===== config.mk =====
export PLATFORM = sky130hd
export DESIGN_NAME = clock_countdown
export DESIGN_NICKNAME = d
export VERILOG_FILES = /design/src/rtl/clock_countdown.sv
export SDC_FILE = /design/constraint.sdc
export NUM_CORES = 1
export LEC_CHECK = 0
export ABC_CLOCK_PERIOD_IN_PS = 5050
export CELL_PAD_IN_SITES_DETAIL_PLACEMENT = 0
export CELL_PAD_IN_SITES_GLOBAL_PLACEMENT = 1
export CORE_ASPECT_RATIO = 0.7
export CORE_MARGIN = 2
export CORE_UTILIZATION = 39
export DETAILED_ROUTE_END_ITERATION = 6
export PLACE_DENSITY = 0.95
export SETUP_SLACK_MARGIN = 0.05
export SLEW_MARGIN = 20
export SYNTH_ARGS = -nofsm -noshare
export SYNTH_HDL_FRONTEND = slang
export SYNTH_SLANG_ARGS = --single-unit

===== constraint.sdc =====
create_clock -name clk -period 5.05 [get_ports clk]
set_input_delay 1.01 -clock clk [delete_from_list [all_inputs] [get_ports clk]]
set_output_delay 1.01 -clock clk [all_outputs]
set_load 0.005 [all_outputs]

===== src/rtl/clock_countdown.sv =====
// BCD hh:mm:ss countdown timer with load/start/stop control and a done pulse at zero.
// Optional build macro COUNTDOWN_AUTO_RELOAD_EN: restart from the last loaded value at zero.
//
// state | meaning
// IDLE  | value loaded, not started
// RUN   | counting down on each ena tick
// PAUSE | stopped mid-count, value held
// DONE  | count reached 00:00:00

module clock_countdown #(
    parameter logic [7:0] HH_MAX = 8'h99
) (
    input  logic       clk,
    input  logic       reset,
    input  logic       ena,
    input  logic       load,
    input  logic [7:0] hh_in,
    input  logic [7:0] mm_in,
    input  logic [7:0] ss_in,
    input  logic       start,
    input  logic       stop,
    output logic [7:0] hh,
    output logic [7:0] mm,
    output logic [7:0] ss,
    output logic       running,
    output logic       done,
    output logic       load_err
);

    typedef enum logic [1:0] {
        IDLE  = 2'd0,
        RUN   = 2'd1,
        PAUSE = 2'd2,
        DONE  = 2'd3
    } state_t;

    state_t state;

    // Minutes/seconds digit pair: 00 borrows to 59.
    function automatic logic [7:0] dec_sexa(input logic [7:0] v);
        logic [7:0] r;
        if (v[3:0] == 4'd0) begin
            r[3:0] = 4'd9;
            r[7:4] = (v[7:4] == 4'd0) ? 4'd5 : v[7:4] - 4'd1;
        end else begin
            r[3:0] = v[3:0] - 4'd1;
            r[7:4] = v[7:4];
        end
        return r;
    endfunction

    // Hours only decrement when nonzero, so the tens digit never underflows.
    function automatic logic [7:0] dec_hours(input logic [7:0] v);
        logic [7:0] r;
        if (v[3:0] == 4'd0) begin
            r[3:0] = 4'd9;
            r[7:4] = v[7:4] - 4'd1;
        end else begin
            r[3:0] = v[3:0] - 4'd1;
            r[7:4] = v[7:4];
        end
        return r;
    endfunction

    logic       load_valid;
    logic       count_zero;
    logic       last_tick;
    logic       ss_borrow;
    logic       mm_borrow;
    logic [7:0] ss_dec;
    logic [7:0] mm_dec;
    logic [7:0] hh_dec;
    logic       can_start;

    always_comb begin
        load_valid = (hh_in[3:0] <= 4'd9) && (hh_in[7:4] <= 4'd9) &&
                     (mm_in[3:0] <= 4'd9) && (mm_in[7:4] <= 4'd5) &&
                     (ss_in[3:0] <= 4'd9) && (ss_in[7:4] <= 4'd5) &&
                     (hh_in <= HH_MAX);
        count_zero = ({hh, mm, ss} == 24'h000000);
        last_tick  = ({hh, mm, ss} == 24'h000001);
        ss_borrow  = (ss == 8'h00);
        mm_borrow  = ss_borrow && (mm == 8'h00);
        ss_dec     = dec_sexa(ss);
        mm_dec     = ss_borrow ? dec_sexa(mm) : mm;
        hh_dec     = mm_borrow ? dec_hours(hh) : hh;
        can_start  = (state == IDLE) || (state == PAUSE);
    end

`ifdef COUNTDOWN_AUTO_RELOAD_EN
    logic [7:0] reload_hh;
    logic [7:0] reload_mm;
    logic [7:0] reload_ss;
    logic       reload_zero;

    always_comb begin
        reload_zero = ({reload_hh, reload_mm, reload_ss} == 24'h000000);
    end
`endif

    always_ff @(posedge clk or negedge reset) begin
        if (!reset) begin
            state    <= IDLE;
            hh       <= 8'h00;
            mm       <= 8'h00;
            ss       <= 8'h00;
            running  <= 1'b0;
            done     <= 1'b0;
            load_err <= 1'b0;
`ifdef COUNTDOWN_AUTO_RELOAD_EN
            reload_hh <= 8'h00;
            reload_mm <= 8'h00;
            reload_ss <= 8'h00;
`endif
        end else begin
            done     <= 1'b0;
            load_err <= 1'b0;
            // One action per cycle, in priority order load > start > stop > tick.
            if (load) begin
                if (load_valid) begin
                    hh      <= hh_in;
                    mm      <= mm_in;
                    ss      <= ss_in;
                    state   <= IDLE;
                    running <= 1'b0;
`ifdef COUNTDOWN_AUTO_RELOAD_EN
                    reload_hh <= hh_in;
                    reload_mm <= mm_in;
                    reload_ss <= ss_in;
`endif
                end else begin
                    load_err <= 1'b1;
                end
            end else if (start) begin
                if (can_start) begin
                    if (count_zero) begin
                        state   <= DONE;
                        running <= 1'b0;
                        done    <= 1'b1;
                    end else begin
                        state   <= RUN;
                        running <= 1'b1;
                    end
                end
            end else if (stop) begin
                if (state == RUN) begin
                    state   <= PAUSE;
                    running <= 1'b0;
                end
            end else if (ena && (state == RUN) && !count_zero) begin
                hh <= hh_dec;
                mm <= mm_dec;
                ss <= ss_dec;
                if (last_tick) begin
                    done <= 1'b1;
`ifdef COUNTDOWN_AUTO_RELOAD_EN
                    if (reload_zero) begin
                        state   <= DONE;
                        running <= 1'b0;
                    end else begin
                        hh <= reload_hh;
                        mm <= reload_mm;
                        ss <= reload_ss;
                    end
`else
                    state   <= DONE;
                    running <= 1'b0;
`endif
                end
            end
        end
    end

endmodule


==> insert_results.sql <==
INSERT INTO impl_metrics (metric_group, metric, value, unit) VALUES
('run_status', 'outcome', 'complete, no violations', ''),
('route', 'via_per_inst', '6.03', ''),
('finish', 'design.final.nets', '322', ''),
('setup_path', 'crit_path_top_delay_cell', 'sky130_fd_sc_hd__nor3_2', ''),
('floorplan', 'start_util', '40.0', '%'),
('route', 'route.detailed.wl_per_inst', '17.4', 'um'),
('setup_path', 'cp.required', '5.25', 'ns'),
('route', 'routedLengthMet1', '3050', 'um'),
('synth', 'count_leader_synth', 'sky130_fd_sc_hd__dfrtp_1', ''),
('route', 'route.vias.total', '2163', ''),
('hold_path', 'path_class_of_the_lowest_slack_min_delay_path', 'reg -> reg', ''),
('sta', 'timing_max_transition_violations_final', '0', ''),
('cts', 'cts_tree', 'yes', ''),
('route', 'drc', '0', ''),
('grt', 'grt_antenna_before_repair', '0', ''),
('power', 'p_leak', '1.08', 'nW'),
('grt', 'wire_length_of_the_first_global_routing_pass', '10100', 'um'),
('sta', 'layout_min_cycle_time', '3.15', 'ns'),
('grt', 'gr-usage-all-layers', '21.9', '%'),
('synth', 'mappedNetlistNets', '265', ''),
('finish', 'num-fill-cells', '501', ''),
('synth', 'yosysSeqAreaShare', '35.1', '%'),
('route', 'topRoutingLayerUsed', 'met4', ''),
('sta', 'finalSetupTns', '0', 'ns'),
('setup_path', 'endpoint_kind', 'flip-flop', ''),
('setup_path', 'depth_of_the_worst_register_to_register_path', '7', ''),
('floorplan', 'boundaryPins', '57', ''),
('sta', 'endpoints_failing_setup', '0', ''),
('finish', 'antennaDiodeCount', '0', ''),
('synth', 'yosys_warnings', '0', ''),
('synth', 'yosysTopAreaCell', 'sky130_fd_sc_hd__dfrtp_1', ''),
('synth', 'syn_avg_cell_area', '9.00', 'um2'),
('synth', 'ys_seq_elements', '29', ''),
('cts', 'cts.sink_count', '29', ''),
('synth', 'synth_edf_count', '0', ''),
('cts', 'clock_insertion_delay_worst_skew', '0.29', 'ns'),
('synth', 'postSynth.topFlopCell', 'sky130_fd_sc_hd__dfrtp_1', ''),
('grt', 'grt-ovfl-total', '0', ''),
('setup_path', 'worst-path-max-fanout', '32', ''),
('floorplan', 'rows', '22', ''),
('synth', 'synth_commonest_cells', 'sky130_fd_sc_hd__dfrtp_1 (29), sky130_fd_sc_hd__nor3_1 (19), sky130_fd_sc_hd__nor2_1 (18)', ''),
('sta', 'final_min_period_over_clock_period', '62.4', '%'),
('sta', 'grt_setup_unrepaired', 'false', ''),
('finish', 'multi_input_area', '1250', 'um2'),
('power', 'power_density', '377', 'nW/um2'),
('route', 'met2WireLength', '2570', 'um'),
('sta', 'slew_of_the_pin_with_the_lowest_slew_margin', '0.882', 'ns'),
('grt', 'grt_start_max_net_pins', '33', ''),
('flow_run', 'maxCapViolations', '0', ''),
('floorplan', 'fp.dieH', '64.9', 'um'),
('setup_path', 'setup.worst_path.start', 'load', ''),
('finish', 'finalInstanceArea', '2770', 'um2'),
('cts', 'tritoncts.num_buffers', '5', ''),
('floorplan', 'die_area', '5910', 'um2'),
('route', 'first_iter_violations', '187', ''),
('synth', 'largest_cells_by_area_after_synthesis', 'sky130_fd_sc_hd__dfrtp_1 (35%), sky130_fd_sc_hd__nor3_1 (4.6%), sky130_fd_sc_hd__mux2i_1 (4.4%), sky130_fd_sc_hd__nor2_1 (3.3%), sky130_fd_sc_hd__ha_1 (3.0%)', ''),
('placement', 'placedInstanceArea', '2680', 'um2'),
('power', 'irDropWorstVdd', '0.000219', 'V'),
('setup_path', 'worstSetupPathType', 'in -> reg', ''),
('cts', 'post-cts-setup-buffer-count', '0', ''),
('cts', 'number_of_buffers_inserted_by_hold_repair_at_cts', '0', ''),
('sta', 'slew-limit-headroom', '41.0', '%'),
('hold_path', 'hold_start', 'running', ''),
('setup_path', 'worstPathArrival', '3.35', 'ns'),
('setup_path', 'timing.critical_path.cells', 'clkdlybuf4s50_1, buf_4, inv_1, nor3_2, a21o_1, mux2i_1', ''),
('synth', 'synth_top_area_share', '35.1', '%'),
('sta', 'clock-skew-final', '0.00401', 'ns'),
('cts', 'htreeDepth', '2', ''),
('finish', 'drive_above_1_share', '8.71', '%'),
('setup_path', 'critPathMaxStageDelay', '0.71', 'ns'),
('synth', 'netlist-cell-type-count', '56', '');
==> cell type report <==
type                            instances  area share [%]
Inverter                               11            1.49
Timing Repair Buffer                   58            20.8
Tap cell                               72            3.25
Clock buffer                            7            3.12
Multi-Input combinational cell        182            45.2
Sequential cell                        29            26.2
==> where the power goes <==
| part | switching, mW | total [mW] | internal, mW |
|---|---|---|---|
| logic | 0.226 | 0.469 | 0.243 |
| registers | 0.0931 | 0.380 | 0.287 |
| clock network | 0.0888 | 0.197 | 0.108 |
==> metal layers <==
layer | up-vias | GRT usage [%]
met5 | - | 0
met4 | 0 | 7.39
met3 | 9 | 5.35
met2 | 110 | 29.3
met1 | 1030 | 33.6
li1 | 1014 | -
==> final timing paths <==
path / slack, ns / end
min in group asynchronous: 1.11 / mm[1]
max reg2reg: 2.22 / ss[1]
max in group asynchronous: 3.65 / hh[0]
max: 1.90 / mm[5]
min: 0.51 / running
min reg2reg: 0.51 / running
==> state kept, by name (all words and copies together) (netlist names) <==
register and cells:
done 1, state 2, load_err 1, hh 8, ss 8, mm 8
running 1
==> placed cells by master (no fill, tap or decap), drive strengths merged, types with 4 or more instances in the layout <==
master / count
clkdlybuf4s50: 56
dfrtp: 29
nor3: 20
nor2: 20
nand2: 15
o21ai: 13
inv: 11
a21oi: 9
mux2i: 9
nand3: 8
a211oi: 7
nand4: 7
clkbuf: 7
nor4: 6
a32o: 5
o32ai: 5
ha: 5
or3: 4
==> worst max-delay path, delay by kind of cell <==
kind            cells  cell delay, ns
buf+inv             3            1.12
simple gates        1            0.71
compound gates      1            0.26
mux                 1            0.23
==> through the flow <==
| step | cells | setup WS (ns) | util (%) | total power [mW] | hold WS [ns] |
|---|---|---|---|---|---|
| 6_report | 359 | 1.90 | 53.5 | 1.05 | 0.514 |
| 5_1_grt | 359 | 1.70 | 53.5 | 1.11 | 0.537 |
| 4_1_cts | 359 | 1.90 | 53.5 | 1.05 | 0.523 |
| 3_5_place_dp | 352 | 1.59 | 51.9 | 0.847 | 0.508 |
| 3_3_place_gp | 352 | 1.63 | 51.9 | 0.842 | 0.496 |
| 2_1_floorplan | 230 | 2.56 | - | 0.632 | 0.505 |
==> logic make-up after synthesis <==
logic type      Yosys count  share of synthesized area [%]
compound gates           62                           21.5
xor+xnor                  3                           1.27
fa+ha+maj                 5                           3.02
buf+inv                  19                           4.47
flops                    29                           35.1
mux                      11                           5.44
simple gates            101                           29.2
No activity file was read; power rests on OpenSTA's default activity.
